==> src/rtl/g_lut_pkg.sv <==
// Shared constants and types for the g-LUT round-robin arbiter.
// Optional stall statistics are enabled by defining G_LUT_ARB_STATS_EN.
package g_lut_pkg;
  localparam int PIX_W_DFLT   = 5;
  localparam int DATA_W_DFLT  = 8;
  localparam int NUM_REQ_DFLT = 3;
  localparam int REQ_IDX_W    = $clog2(NUM_REQ_DFLT);

  typedef logic [REQ_IDX_W-1:0] req_idx_t;
endpackage

==> src/rtl/g_lut_arbiter_rr.sv <==
// Round-robin grant logic with a rotating priority pointer.
// The search starts one past the last winner; the pointer moves only on a grant.
module rr_arbiter
  import g_lut_pkg::*;
#(
  parameter int NUM_REQ = NUM_REQ_DFLT,
  localparam int IDX_W  = $clog2(NUM_REQ)
) (
  input  logic               clk,
  input  logic               rst_n,
  input  logic [NUM_REQ-1:0] req_i,
  input  logic               en_i,
  output logic [NUM_REQ-1:0] gnt_o,
  output logic [IDX_W-1:0]   idx_o,
  output logic               gnt_any_o
);

  logic [IDX_W-1:0] ptr_q, ptr_d;
  logic [IDX_W-1:0] cand;

  always_comb begin
    gnt_o     = '0;
    idx_o     = '0;
    gnt_any_o = 1'b0;
    cand      = '0;
    ptr_d     = ptr_q;
    if (en_i) begin
      for (int k = 1; k <= NUM_REQ; k++) begin
        cand = IDX_W'((int'(ptr_q) + k) % NUM_REQ);
        if (!gnt_any_o && req_i[cand]) begin
          gnt_o[cand] = 1'b1;
          idx_o       = cand;
          gnt_any_o   = 1'b1;
        end
      end
    end
    if (gnt_any_o) ptr_d = idx_o;
  end

  // Reset pointer to the last stream so stream 0 wins first.
  always_ff @(posedge clk or negedge rst_n) begin
    if (!rst_n) ptr_q <= IDX_W'(NUM_REQ - 1);
    else        ptr_q <= ptr_d;
  end

endmodule

==> src/rtl/g_lut_arbiter.sv <==
// Time-shares one registered camera-response LUT between NUM_REQ exposure streams.
// Define G_LUT_ARB_STATS_EN to enable the saturating stall_cnt counter.
module g_lut_arbiter
  import g_lut_pkg::*;
#(
  parameter int NUM_REQ = NUM_REQ_DFLT,
  parameter int PIX_W   = PIX_W_DFLT,
  parameter int DATA_W  = DATA_W_DFLT,
  localparam int IDX_W  = $clog2(NUM_REQ)
) (
  input  logic                     clk,
  input  logic                     rst_n,
  input  logic [NUM_REQ-1:0]       req_valid,
  input  logic [NUM_REQ*PIX_W-1:0] req_pixel,
  output logic [NUM_REQ-1:0]       req_ready,
  output logic [NUM_REQ-1:0]       rsp_valid,
  input  logic [NUM_REQ-1:0]       rsp_ready,
  output logic [DATA_W-1:0]        rsp_data,
  output logic [PIX_W-1:0]         lut_pixel,
  output logic                     lut_clk_en,
  input  logic [DATA_W-1:0]        lut_data,
  output logic [15:0]              stall_cnt
);

  logic               s1_valid_q, s1_valid_d;
  logic [IDX_W-1:0]   s1_tag_q, s1_tag_d;
  logic               advance;
  logic [NUM_REQ-1:0] gnt;
  logic [IDX_W-1:0]   gnt_idx;
  logic               gnt_any;

  assign advance    = !s1_valid_q || rsp_ready[s1_tag_q];
  assign lut_clk_en = advance;
  assign req_ready  = gnt;
  assign rsp_data   = lut_data;

  // S0: arbitration; grants are suppressed while reset is asserted.
  rr_arbiter #(.NUM_REQ(NUM_REQ)) u_arb (
    .clk      (clk),
    .rst_n    (rst_n),
    .req_i    (req_valid),
    .en_i     (advance && rst_n),
    .gnt_o    (gnt),
    .idx_o    (gnt_idx),
    .gnt_any_o(gnt_any)
  );

  always_comb begin
    lut_pixel = '0;
    for (int i = 0; i < NUM_REQ; i++)
      if (gnt[i]) lut_pixel = req_pixel[i*PIX_W +: PIX_W];
  end

  always_comb begin
    s1_valid_d = s1_valid_q;
    s1_tag_d   = s1_tag_q;
    if (advance) begin
      s1_valid_d = gnt_any;
      s1_tag_d   = gnt_idx;
    end
  end

  // S1: tag/valid registers alongside the LUT output register.
  always_ff @(posedge clk or negedge rst_n) begin
    if (!rst_n) begin
      s1_valid_q <= 1'b0;
      s1_tag_q   <= '0;
    end else begin
      s1_valid_q <= s1_valid_d;
      s1_tag_q   <= s1_tag_d;
    end
  end

  always_comb begin
    rsp_valid = '0;
    for (int i = 0; i < NUM_REQ; i++)
      rsp_valid[i] = s1_valid_q && (s1_tag_q == IDX_W'(i));
  end

`ifdef G_LUT_ARB_STATS_EN
  logic [15:0] stall_cnt_q, stall_cnt_d;

  always_comb begin
    stall_cnt_d = stall_cnt_q;
    if (s1_valid_q && !advance && stall_cnt_q != 16'hFFFF)
      stall_cnt_d = stall_cnt_q + 16'd1;
  end

  always_ff @(posedge clk or negedge rst_n) begin
    if (!rst_n) stall_cnt_q <= '0;
    else        stall_cnt_q <= stall_cnt_d;
  end

  assign stall_cnt = stall_cnt_q;
`else
  assign stall_cnt = 16'd0;
`endif

endmodule

==> config.mk <==
export PLATFORM = sky130hd
export DESIGN_NAME = g_lut_arbiter
export DESIGN_NICKNAME = d
export VERILOG_FILES = /design/src/rtl/g_lut_pkg.sv /design/src/rtl/g_lut_arbiter_rr.sv /design/src/rtl/g_lut_arbiter.sv
export SDC_FILE = /design/constraint.sdc
export NUM_CORES = 1
export LEC_CHECK = 0
export BUFFER_PORTS_ARGS = -buffer_cell sky130_fd_sc_hd__buf_2
export CAP_MARGIN = 20
export CORE_MARGIN = 8
export CORE_UTILIZATION = 40
export DETAILED_ROUTE_END_ITERATION = 6
export PLACE_DENSITY = 0.77
export SYNTH_ARGS = -nofsm -noshare
export SYNTH_HDL_FRONTEND = slang
export SYNTH_SLANG_ARGS = --single-unit
export TNS_END_PERCENT = 50
==> constraint.sdc <==
create_clock -name clk -period 5.9 [get_ports clk]
set_clock_uncertainty 0.15 [all_clocks]
set_input_delay 0.59 -clock clk [delete_from_list [all_inputs] [get_ports clk]]
set_output_delay 0.59 -clock clk [all_outputs]
set_load 0.01 [all_outputs]
# == Yosys cells after proc, flatten, opt, wreduce, memory -nomap -nowiden ==
# Index checks and enable logic that the tools add are counted.
# op_classes
n_div,3
addsub,3
n_bitwise,2
n_eq_ne,2
n_mux,33
reduce_logical,14
magnitude_cmp,7
# op_table
cell,count
modulo 32 x 3 -> 32 bit (second input constant),3
two-way mux 3 bit,6
two-way mux 5 bit,3
two-way mux 1 bit,13
< comparator 2 x 3 -> 1 bit (second input constant),4
logical AND 1 bit,9
binary-select mux 1 bit (select 2 bit),4
two-way mux 2 bit,4
adder 2 x 2 -> 3 bit (second input constant),2
demux 1 bit (select 2 bit),3
greater-or-equal comparator 2 x 1 -> 1 bit (second input constant),3
bitwise OR 3 bit,2
adder 2 x 1 -> 3 bit (second input constant),1
logical NOT 1 bit,3
== test 2 x 1 -> 1 bit (second input constant),1
== test 2 bit (second input constant),1
logical NOT 2 bit,1
logical OR 1 bit,1
# totals
out_inout_bits,36
register_bits,5
word_cells,67
in_bits,31

# == Logic depth before layout (Yosys ltp) ==
# Gate-level depths: netlist of the first run.
# logic_depth
ltp_word,17
ltp_mapped,10
depth_no_buf,9

# == By module ==
# A second synthesis of the first run with hierarchy kept.
# unflattened
cells_unflattened,134
hier_area_um2,982.2
# by_module_without_submodules
mod,area_each_um2,cells_per_inst,n_inst,seq_area_each_um2
g_lut_arbiter,503.0,66,1,75.1
rr_arbiter,479.2,68,1,51.3

# == Least setup slack after synthesis of the first run ==
# OpenSTA, ideal clock, no wires.
# synth_timing
kind,register to output
from,reg u_arb.ptr_q[1]
to,out lut_pixel[0]
arrival_ps,1938
path_stages_with_launch,10
t_required_ps,5160
path_buffers,0
slack_ps,3222
cell_sequence,dfstp_2 inv_1 ha_1 and4bb_1 a31oi_1 nand3b_1 a31o_4 inv_2 a31oi_1 a21oi_1
# synth_via
word_cells_on_any_way,46
classes_between,add/sub: 3; div: 3; order compare: 6; mux: 25; bitwise: 2; reduce/logical: 7
# synth_rtl
element,line_no,rtl
start: declaration,g_lut_arbiter_rr.sv:18,"logic [IDX_W-1:0] ptr_q, ptr_d;"
start signal: assignment,g_lut_arbiter_rr.sv:42,if (!rst_n) ptr_q <= IDX_W'(NUM_REQ - 1);
start signal: assignment,g_lut_arbiter_rr.sv:43,else ptr_q <= ptr_d;
adder 2 x 1 -> 3 bit,g_lut_arbiter_rr.sv:29,cand = IDX_W'((int'(ptr_q) + k) % NUM_REQ);
modulo 32 x 3 -> 32 bit,g_lut_arbiter_rr.sv:29,
< comparator 2 x 3 -> 1 bit (not written as such) (tied with other cells),g_lut_arbiter_rr.sv:31,gnt_o[cand] = 1'b1;
logical AND 1 bit (not written as such) or two-way mux 1 bit (tied branches),"g_lut_arbiter_rr.sv:31, g_lut_arbiter_rr.sv:30",
two-way mux 1 bit (on tied branches),"g_lut_arbiter_rr.sv:31, g_lut_arbiter_rr.sv:30",
demux 1 bit (select 2 bit) or two-way mux 1 bit (tied branches),n/a,
two-way mux 3 bit or logical NOT 1 bit (tied branches),g_lut_arbiter_rr.sv:30,if (!gnt_any_o && req_i[cand]) begin
two-way mux 3 bit or logical AND 1 bit (tied branches),"g_lut_arbiter_rr.sv:27, g_lut_arbiter_rr.sv:30",
bitwise OR 3 bit (no source line) or two-way mux 1 bit (tied branches),n/a,
two-way mux 3 bit or two-way mux 1 bit (tied branches),"g_lut_arbiter_rr.sv:30, g_lut_arbiter_rr.sv:27",
two-way mux 3 bit or logical NOT 1 bit (tied branches),"g_lut_arbiter_rr.sv:27, g_lut_arbiter_rr.sv:30",
bitwise OR 3 bit (no source line) or logical AND 1 bit (tied branches),n/a,
two-way mux 3 bit (*),g_lut_arbiter_rr.sv:30,
two-way mux 3 bit (*),g_lut_arbiter_rr.sv:27,if (en_i) begin
via req_ready[2],g_lut_arbiter.sv:15,"output logic [NUM_REQ-1:0] req_ready,"
two-way mux 5 bit (*),g_lut_arbiter.sv:51,if (gnt[i]) lut_pixel = req_pixel[i*PIX_W +: PIX_W];
end: declaration,g_lut_arbiter.sv:19,"output logic [PIX_W-1:0] lut_pixel,"
# The timed path passes the listed nets; every way through them passes the cells marked *. The select of a mux whose other input is x is not followed.

# == Final worst setup path of the first run ==
# layout_timing
from,reg u_arb.ptr_q[1]
to,out lut_pixel[2]
# layout_via
elab_chain_len,17
word_cells_on_any_way,46
classes_between,add/sub: 3; div: 3; order compare: 6; mux: 25; bitwise: 2; reduce/logical: 7
# layout_rtl
element,line_no
adder 2 x 1 -> 3 bit,g_lut_arbiter_rr.sv:29
modulo 32 x 3 -> 32 bit,g_lut_arbiter_rr.sv:29
< comparator 2 x 3 -> 1 bit (not written as such) (tied with other cells),g_lut_arbiter_rr.sv:31
logical AND 1 bit (not written as such) or two-way mux 1 bit (tied branches),"g_lut_arbiter_rr.sv:31, g_lut_arbiter_rr.sv:30"
two-way mux 1 bit (on tied branches),"g_lut_arbiter_rr.sv:31, g_lut_arbiter_rr.sv:30"
demux 1 bit (select 2 bit) or two-way mux 1 bit (tied branches),n/a
two-way mux 3 bit or logical NOT 1 bit (tied branches),g_lut_arbiter_rr.sv:30
two-way mux 3 bit or logical AND 1 bit (tied branches),"g_lut_arbiter_rr.sv:27, g_lut_arbiter_rr.sv:30"
bitwise OR 3 bit (no source line) or two-way mux 1 bit (tied branches),n/a
two-way mux 3 bit or two-way mux 1 bit (tied branches),"g_lut_arbiter_rr.sv:30, g_lut_arbiter_rr.sv:27"
two-way mux 3 bit or logical NOT 1 bit (tied branches),"g_lut_arbiter_rr.sv:27, g_lut_arbiter_rr.sv:30"
bitwise OR 3 bit (no source line) or logical AND 1 bit (tied branches),n/a
two-way mux 3 bit (*),g_lut_arbiter_rr.sv:30
two-way mux 3 bit (*),g_lut_arbiter_rr.sv:27
two-way mux 5 bit (2 in a row),g_lut_arbiter.sv:51
two-way mux 5 bit (*),g_lut_arbiter.sv:51
# Every way passes the cells marked *; elsewhere a longest branch is shown, timed or not. The select of a mux whose other input is x is not followed.

==> metrics, run 1 <==
P_sw 228.1 uW; IO buf count 34; chip width 66.03 um; wire length per cell 13.65 um; initial antenna violation count 0; clk slew on worst S/H paths 40 ps; part of the power in the clock network 8.8%; P_int 218.4 uW; worst path cell trace inv_1 > ha_1 > and4bb_1 > a31oi_1 > nand3b_1 > a31o_4 > inv_2 > a31oi_1 > a21oi_1 > buf_2; Pwr Total 446.5 uW; Peak supply drop 0.2420 mV; Die ar. 0.004359 mm2; postcts setup bufs 0; top cells by count, synth 24 x buf_4, 10 x nor2_1, 8 x nand3_1, 7 x nand2_1; post-synthesis sequential element count 5; post-layout util 43.98%; Worst EP arrival 2530 ps; setup violators final 0; outcome finished clean; Placed Cells 180; CP Capture Type output pin; Top cell by count, worst path a31oi_1; clk_lat worst skew 240 ps; min Tclk post-route 3275 ps; layout filler cell count 257; CTS Buffer Depth 2; CP max FO 15; Finished Cell Area 0.001070 mm2; Critical Path Start Type register; sw frac 51.09%; area of the mapped netlist 0.001001 mm2; cts hold-fix bufs 0; Syn Inst Count 131; H-tree levels 1; ranking of synthesized cells by area buf_4 18%, dfrtp_1 10%, ha_1 5.0%; Hold Vio Cnt, Final 0; Worst path slowest cell dfstp_2; unrepaired setup endpoints after global routing false; CP Data Required Time 5160 ps; Worst Setup SP u_arb.ptr_q[1]$_DFFE_PN1P_; largest net degree at the start of global routing 16; syn_area_per_cell 7.641 um2; drc violations 0; core area 0.002432 mm2; CTS root buf clkbuf_4; CTS tree done; TritonRoute pass-1 iters 4; actual slew at the worst max-slew pin 507.7 ps; Post-Route WL 2.511 mm; CP Buf/Inv Count 3; gr ovfl total 0; Post-synth EDFFs 0; Antenna diodes 0; Chip Height 66.03 um; synthesis-to-finish area growth 6.875%; Final #Nets 190; FF-to-FF Start u_arb.ptr_q[1]$_DFFE_PN1P_; antenna viol nets, final 0; first-pass GRT wire length 3.836 mm; Placement Rows 18; Min-Delay Path Class input pin to async pin; placed instance area 0.001044 mm2; leakage 0.5588 nW; yosys warns 0; DP HPWL 2.106 mm; max cap viols 0; post_cts resized 0; Sum Neg Setup Slack 0 ps; non-filler cells, final 184; Overall Global Routing Usage 10.38%; cell family with most CP delay flip-flops; number of global-route vias before repair 865; f_max 305.4 MHz; area share of the largest cell type after synthesis 18.00%; sequential share of the synthesized area 12.63%; DR iter-0 viols 31; vias 939; vias per cell 5.103; period utilization 55.51%; PD cells 417.4 mW/mm2; Worst slew margin 66.16%; asr flop ratio synth 100.0%; cell with the most instances after synthesis buf_4; layout cell share with drive strength beyond 1 30.52%; routability congestion estimate 0.8478; Sequential Power Share 15.6%; Max stage delay on crit path 550 ps; combinational share of power 75.7%; I/O pins 67; Num CTS Buffers 3; largest area contributor in the synthesized netlist buf_4; Initial Utilization 41.15%; Final Max Tran Viols 0; library cells used by synthesis 44; Clock Sinks 5; Setup CP Type register to output pin; ys flop type dfrtp_1
## metal layers
layer	vias to the layer above	global-route usage, %	routed length, um	share of wire (%)
li1	469	-	-	-
met1	427	12.29	1013	40
met4	0	4.800	40	1.6
met3	6	2.373	280	11
met5	-	0	0	0
met2	37	17.30	1176	47
## worst reg2reg max path, stage by stage, from the launching register on
cell     delay (ps)
dfstp_2         550
inv_1            60
ha_1            360
maj3_1          410
a22oi_1         160
nand3_1         160
a21o_1          220
## worst paths after layout
path / end / slack [ps] / depth (start not counted)
max: lut_pixel[2] / 2630 / 10
min: u_arb.ptr_q[0]$_DFFE_PN0P_ / 20 / 1
max reg2reg: u_arb.ptr_q[0]$_DFFE_PN0P_ / 3710 / 6
min reg2reg: u_arb.ptr_q[1]$_DFFE_PN1P_ / 380 / 1
max in group asynchronous: u_arb.ptr_q[1]$_DFFE_PN1P_ / 5350 / 1
min in group clk: u_arb.ptr_q[1]$_DFFE_PN1P_ / 380 / 1
## power by group through the flow
stage               combinational [mW]  clock [mW]  sequential, mW
floorplan                        0.277           0          0.0650
global placement                 0.338           0          0.0692
detailed placement               0.337           0          0.0695
CTS                              0.338      0.0409          0.0690
global route                     0.376      0.0429          0.0726
finish                           0.338      0.0391          0.0695
## cell usage in the layout, fill, tap and decap left out, types with 2 or more instances in the layout
cell,synthesis,final
nand3_1,8,8
inv_1,5,5
conb_1,1,16
nor2_1,10,10
o31ai_1,2,2
buf_2,3,34
nor3b_1,2,2
ha_1,4,4
mux2i_1,2,2
dfrtp_1,4,4
a21oi_1,6,6
nand2b_1,2,2
a31oi_1,6,6
o21ai_1,2,2
and3b_1,3,3
and3_1,3,3
o21ai_0,3,3
nand2_1,7,7
clkbuf_4,0,3
maj3_1,2,2
nor2b_1,3,3
nand3b_1,3,3
a21o_1,4,4
## cells by family (layout without fill, tap and decap cells)
kind of cell               after synthesis  after routing  synth area share, %
AOI/OAI and AO/OA                       33             33                26.00
adders and majority gates                6              6                7.000
and+or+nand+nor                         48             48                27.63
buffers and inverters                   36             44                24.37
DFF                                      5              5                12.63
muxes                                    2              2                2.000
other                                    1             16               0.3746
## per-stage QoR
stage | setup WS (ps) | hold WS (ps)
global route | 2431 | 23.27
finish | 2625 | 22.53
detailed placement | 2914 | 276.3
CTS | 2648 | 18.18
floorplan | 3222 | 144.4
global placement | 2918 | 270.2
## state kept, by name (all words and copies together), names as in the netlist
register and count:
s1_tag_q 2, u_arb.ptr_q 2, s1_valid_q 1
## cell type report
| class | instances | area [um2] | area share, % |
|---|---|---|---|
| sequential | 5 | 126.4 | 11.81 |
| timing repair buffer | 34 | 170.2 | 15.91 |
| inverter | 6 | 22.52 | 2.105 |
| clock buffer | 4 | 26.28 | 2.456 |
| multi-input combinational | 105 | 686.9 | 64.21 |
| tap | 30 | 37.54 | 3.509 |
Power figures use the tool's default switching activity.
==> run 2, diff against run 1 <==
- ABC_AREA: default -> 1
- PLACE_DENSITY: 0.77 -> 0.78
- clock period: 5.9 -> 3.17 ns (I/O delays scaled with it)
==> metrics, run 2 <==
chip width 64.70 um (was 66.03 um); Placement Rows 17 (was 18); post-synthesis sequential element count 5 (unchanged); Min-Delay Path Class input pin to async pin (unchanged); Final #Nets 210 (was 190); PD cells 1016 mW/mm2 (was 417.4 mW/mm2); TritonRoute pass-1 iters 4 (unchanged); Peak supply drop 0.5918 mV (was 0.2420 mV); CP max FO 8 (was 15); core area 0.002233 mm2 (was 0.002432 mm2); Antenna diodes 0 (unchanged); yosys warns 0 (unchanged); outcome finished clean (unchanged); drc violations 0 (unchanged); Die ar. 0.004185 mm2 (was 0.004359 mm2); Top cell by count, worst path nor2_1 (was a31oi_1); f_max 349.5 MHz; library cells used by synthesis 24 (was 44); synthesis-to-finish area growth 8.575% (was 6.875%); cell family with most CP delay simple AND/OR/NAND/NOR gates (was flip-flops); Final WS setup 308.4 ps (was 2625 ps); CP Data Required Time 2700 ps (was 5160 ps); clk slew on worst S/H paths 50 ps (was 40 ps); postcts setup bufs 0 (unchanged); Clock Sinks 5 (unchanged); period utilization 90.27%; area share of the largest cell type after synthesis 19.00% (was 18.00%); Sum Neg Setup Slack 0 ps (unchanged); vias 952 (was 939); pre-CTS setup slack 576.1 ps (was 2914 ps); placed instance area 993.5 um2 (was 0.001044 mm2); number of global-route vias before repair 890 (was 865); DP HPWL 1.962 mm (was 2.106 mm); largest net degree at the start of global routing 14 (was 16); syn_area_per_cell 6.452 um2 (was 7.641 um2); Chip Height 64.70 um (was 66.03 um); antenna viol nets, final 0 (unchanged); gr ovfl total 0 (unchanged); area of the mapped netlist 948.4 um2 (was 0.001001 mm2); Critical Path Start Type register (unchanged); Overall Global Routing Usage 10.15% (was 10.38%); H-tree levels 1 (unchanged); highest-count cells in the layout ignoring fill and taps 34 x buf_2, 23 x nand2_1, 23 x nand3_1 (was 34 x buf_2, 16 x conb_1, 10 x nor2_1); leakage 0.6174 nW (was 0.5588 nW); ys flop type dfrtp_1 (unchanged); DR iter-0 viols 47 (was 31); CTS Buffer Depth 2 (unchanged); Hold Vio Cnt, Final 0 (unchanged); Setup CP Type register to output pin (unchanged); Max stage delay on crit path 490 ps (was 550 ps); wire length per cell 11.30 um (was 13.65 um); top flop regs s1_tag_q (2), u_arb.ptr_q (2), s1_valid_q (1) (unchanged); cell with the most instances after synthesis buf_4 (unchanged); IO buf count 34 (unchanged); setup violators final 0 (unchanged); FF-to-FF Start u_arb.ptr_q[0]$_DFFE_PN0P_ (was u_arb.ptr_q[1]$_DFFE_PN1P_); Post-synth EDFFs 0 (unchanged); Reg2Reg Setup Slack 940 ps (was 3710 ps); most common cell after layout, fill and taps aside buf_2 (unchanged); worst path cell trace inv_1 > ha_1 > inv_4 > nand2_4 > nand2_1 > a21oi_4 > nand4_1 > nand2_1 > nand3_1 > nor2_1 > nor2_1 > nor2_1 > buf_2 (was inv_1 > ha_1 > and4bb_1 > a31oi_1 > nand3b_1 > a31o_4 > inv_2 > a31oi_1 > a21oi_1 > buf_2); Post-Route WL 2.283 mm (was 2.511 mm); Initial Utilization 42.47% (was 41.15%); post_cts resized 0 (unchanged); cts hold-fix bufs 1 (was 0); top cells by count, synth 24 x buf_4, 23 x nand2_1, 23 x nand3_1, 21 x nor2_1, 12 x inv_1 (was 24 x buf_4, 10 x nor2_1, 8 x nand3_1, 7 x nand2_1); initial antenna violation count 0 (unchanged); Finished Cell Area 0.001030 mm2 (was 0.001070 mm2); CP Capture Type output pin (unchanged); CTS root buf clkbuf_4 (unchanged); layout cell share with drive strength beyond 1 31.03% (was 30.52%); Syn Inst Count 147 (was 131); unrepaired setup endpoints after global routing false (unchanged); Worst EP arrival 2390 ps (was 2530 ps); asr flop ratio synth 100.0% (unchanged); Num CTS Buffers 3 (unchanged); clk_lat worst skew 240 ps (about the same); vias per cell 4.713 (was 5.103); layout filler cell count 265 (was 257); routability congestion estimate 0.8494 (was 0.8478); Final Max Tran Viols 0 (unchanged); largest area contributor in the synthesized netlist buf_4 (unchanged); I/O pins 67 (unchanged); max cap viols 0 (unchanged); CTS tree done (unchanged); sequential share of the synthesized area 13.32% (was 12.63%); ranking of synthesized cells by area buf_4 19%, nand3_1 12%, dfrtp_1 11% (was buf_4 18%, dfrtp_1 10%, ha_1 5.0%); R2R depth 10 (was 6); CP Buf/Inv Count 3 (unchanged); RR Endpoint u_arb.ptr_q[0]$_DFFE_PN0P_ (unchanged); min Tclk post-route 2862 ps; first-pass GRT wire length 3.636 mm (was 3.836 mm); Worst path slowest cell ha_1 (was dfstp_2)
==> run 2: cell types whose count changed after synthesis, moves of 3 or more <==
cell	previous run	this run
nand2_1	7	23
nand3_1	8	23
nor2_1	10	21
inv_1	5	12
a31oi_1	6	0
a21o_1	4	0
a21oi_1	6	2
nand2_2	1	5
and3_1	3	0
and3b_1	3	0
buf_2	3	0
nand3b_1	3	0
nor2b_1	3	0
o21ai_0	3	6
==> run 2: per-stage QoR <==
step | total power [mW] | instances | util (%) | hold slack, ps
2_1_floorplan | 0.8266 | 162 | - | -128.6
3_3_place_gp | 0.9653 | 197 | 44.48 | -9.702
3_5_place_dp | 0.9696 | 197 | 44.48 | -8.552
4_1_cts | 1.053 | 202 | 46.11 | 259.6
5_1_grt | 1.159 | 202 | 46.11 | 273.5
6_report | 1.046 | 202 | 46.11 | 272.7
==> run 2: routing by layer <==
metal,global-route usage (%),routed length (um),share of wire (%)
met1,11.14,1019,45
met4,2.725,0,0
met2,16.52,989,43
met3,5.670,274,12
met5,0,0,0
==> run 2: how the worst max path moves through the flow <==
| stage | from | to | slack [ps] | cells after the start |
|---|---|---|---|---|
| after floorplan | u_arb.ptr_q[1]$_DFFE_PN1P_ | lut_pixel[0] | 860 | 14 |
| after global placement | u_arb.ptr_q[0]$_DFFE_PN0P_ | lut_pixel[4] | 580 | 13 |
| after detailed placement | u_arb.ptr_q[0]$_DFFE_PN0P_ | lut_pixel[4] | 580 | 13 |
| after CTS | u_arb.ptr_q[0]$_DFFE_PN0P_ | lut_pixel[4] | 290 | 13 |
| after global routing | u_arb.ptr_q[0]$_DFFE_PN0P_ | lut_pixel[3] | 70 | 13 |
| final | u_arb.ptr_q[0]$_DFFE_PN0P_ | lut_pixel[4] | 310 | 13 |
==> run 2: cells by family after synthesis <==
group	share of synthesized area, %
AND/OR/NAND/NOR	41.82
buffers and inverters	29.02
AO/OA/AOI/OAI	10.16
flip-flops	13.33
adder cells (fa/ha/maj)	5.277
other	0.3954
==> run 2: power by group <==
group          switching (mW)  internal [mW]
Sequential             0.0219         0.0959
Combinational           0.564          0.290
Clock                  0.0265         0.0476
==> run 2: final cells by class <==
cell class | count | area (um2) | share of cell area [%]
Multi-Input combinational cell | 115 | 603.1 | 58.57
Timing Repair Buffer | 35 | 180.2 | 17.50
Sequential cell | 5 | 126.4 | 12.27
Inverter | 15 | 58.81 | 5.711
Tap cell | 28 | 35.03 | 3.402
Clock buffer | 4 | 26.28 | 2.552
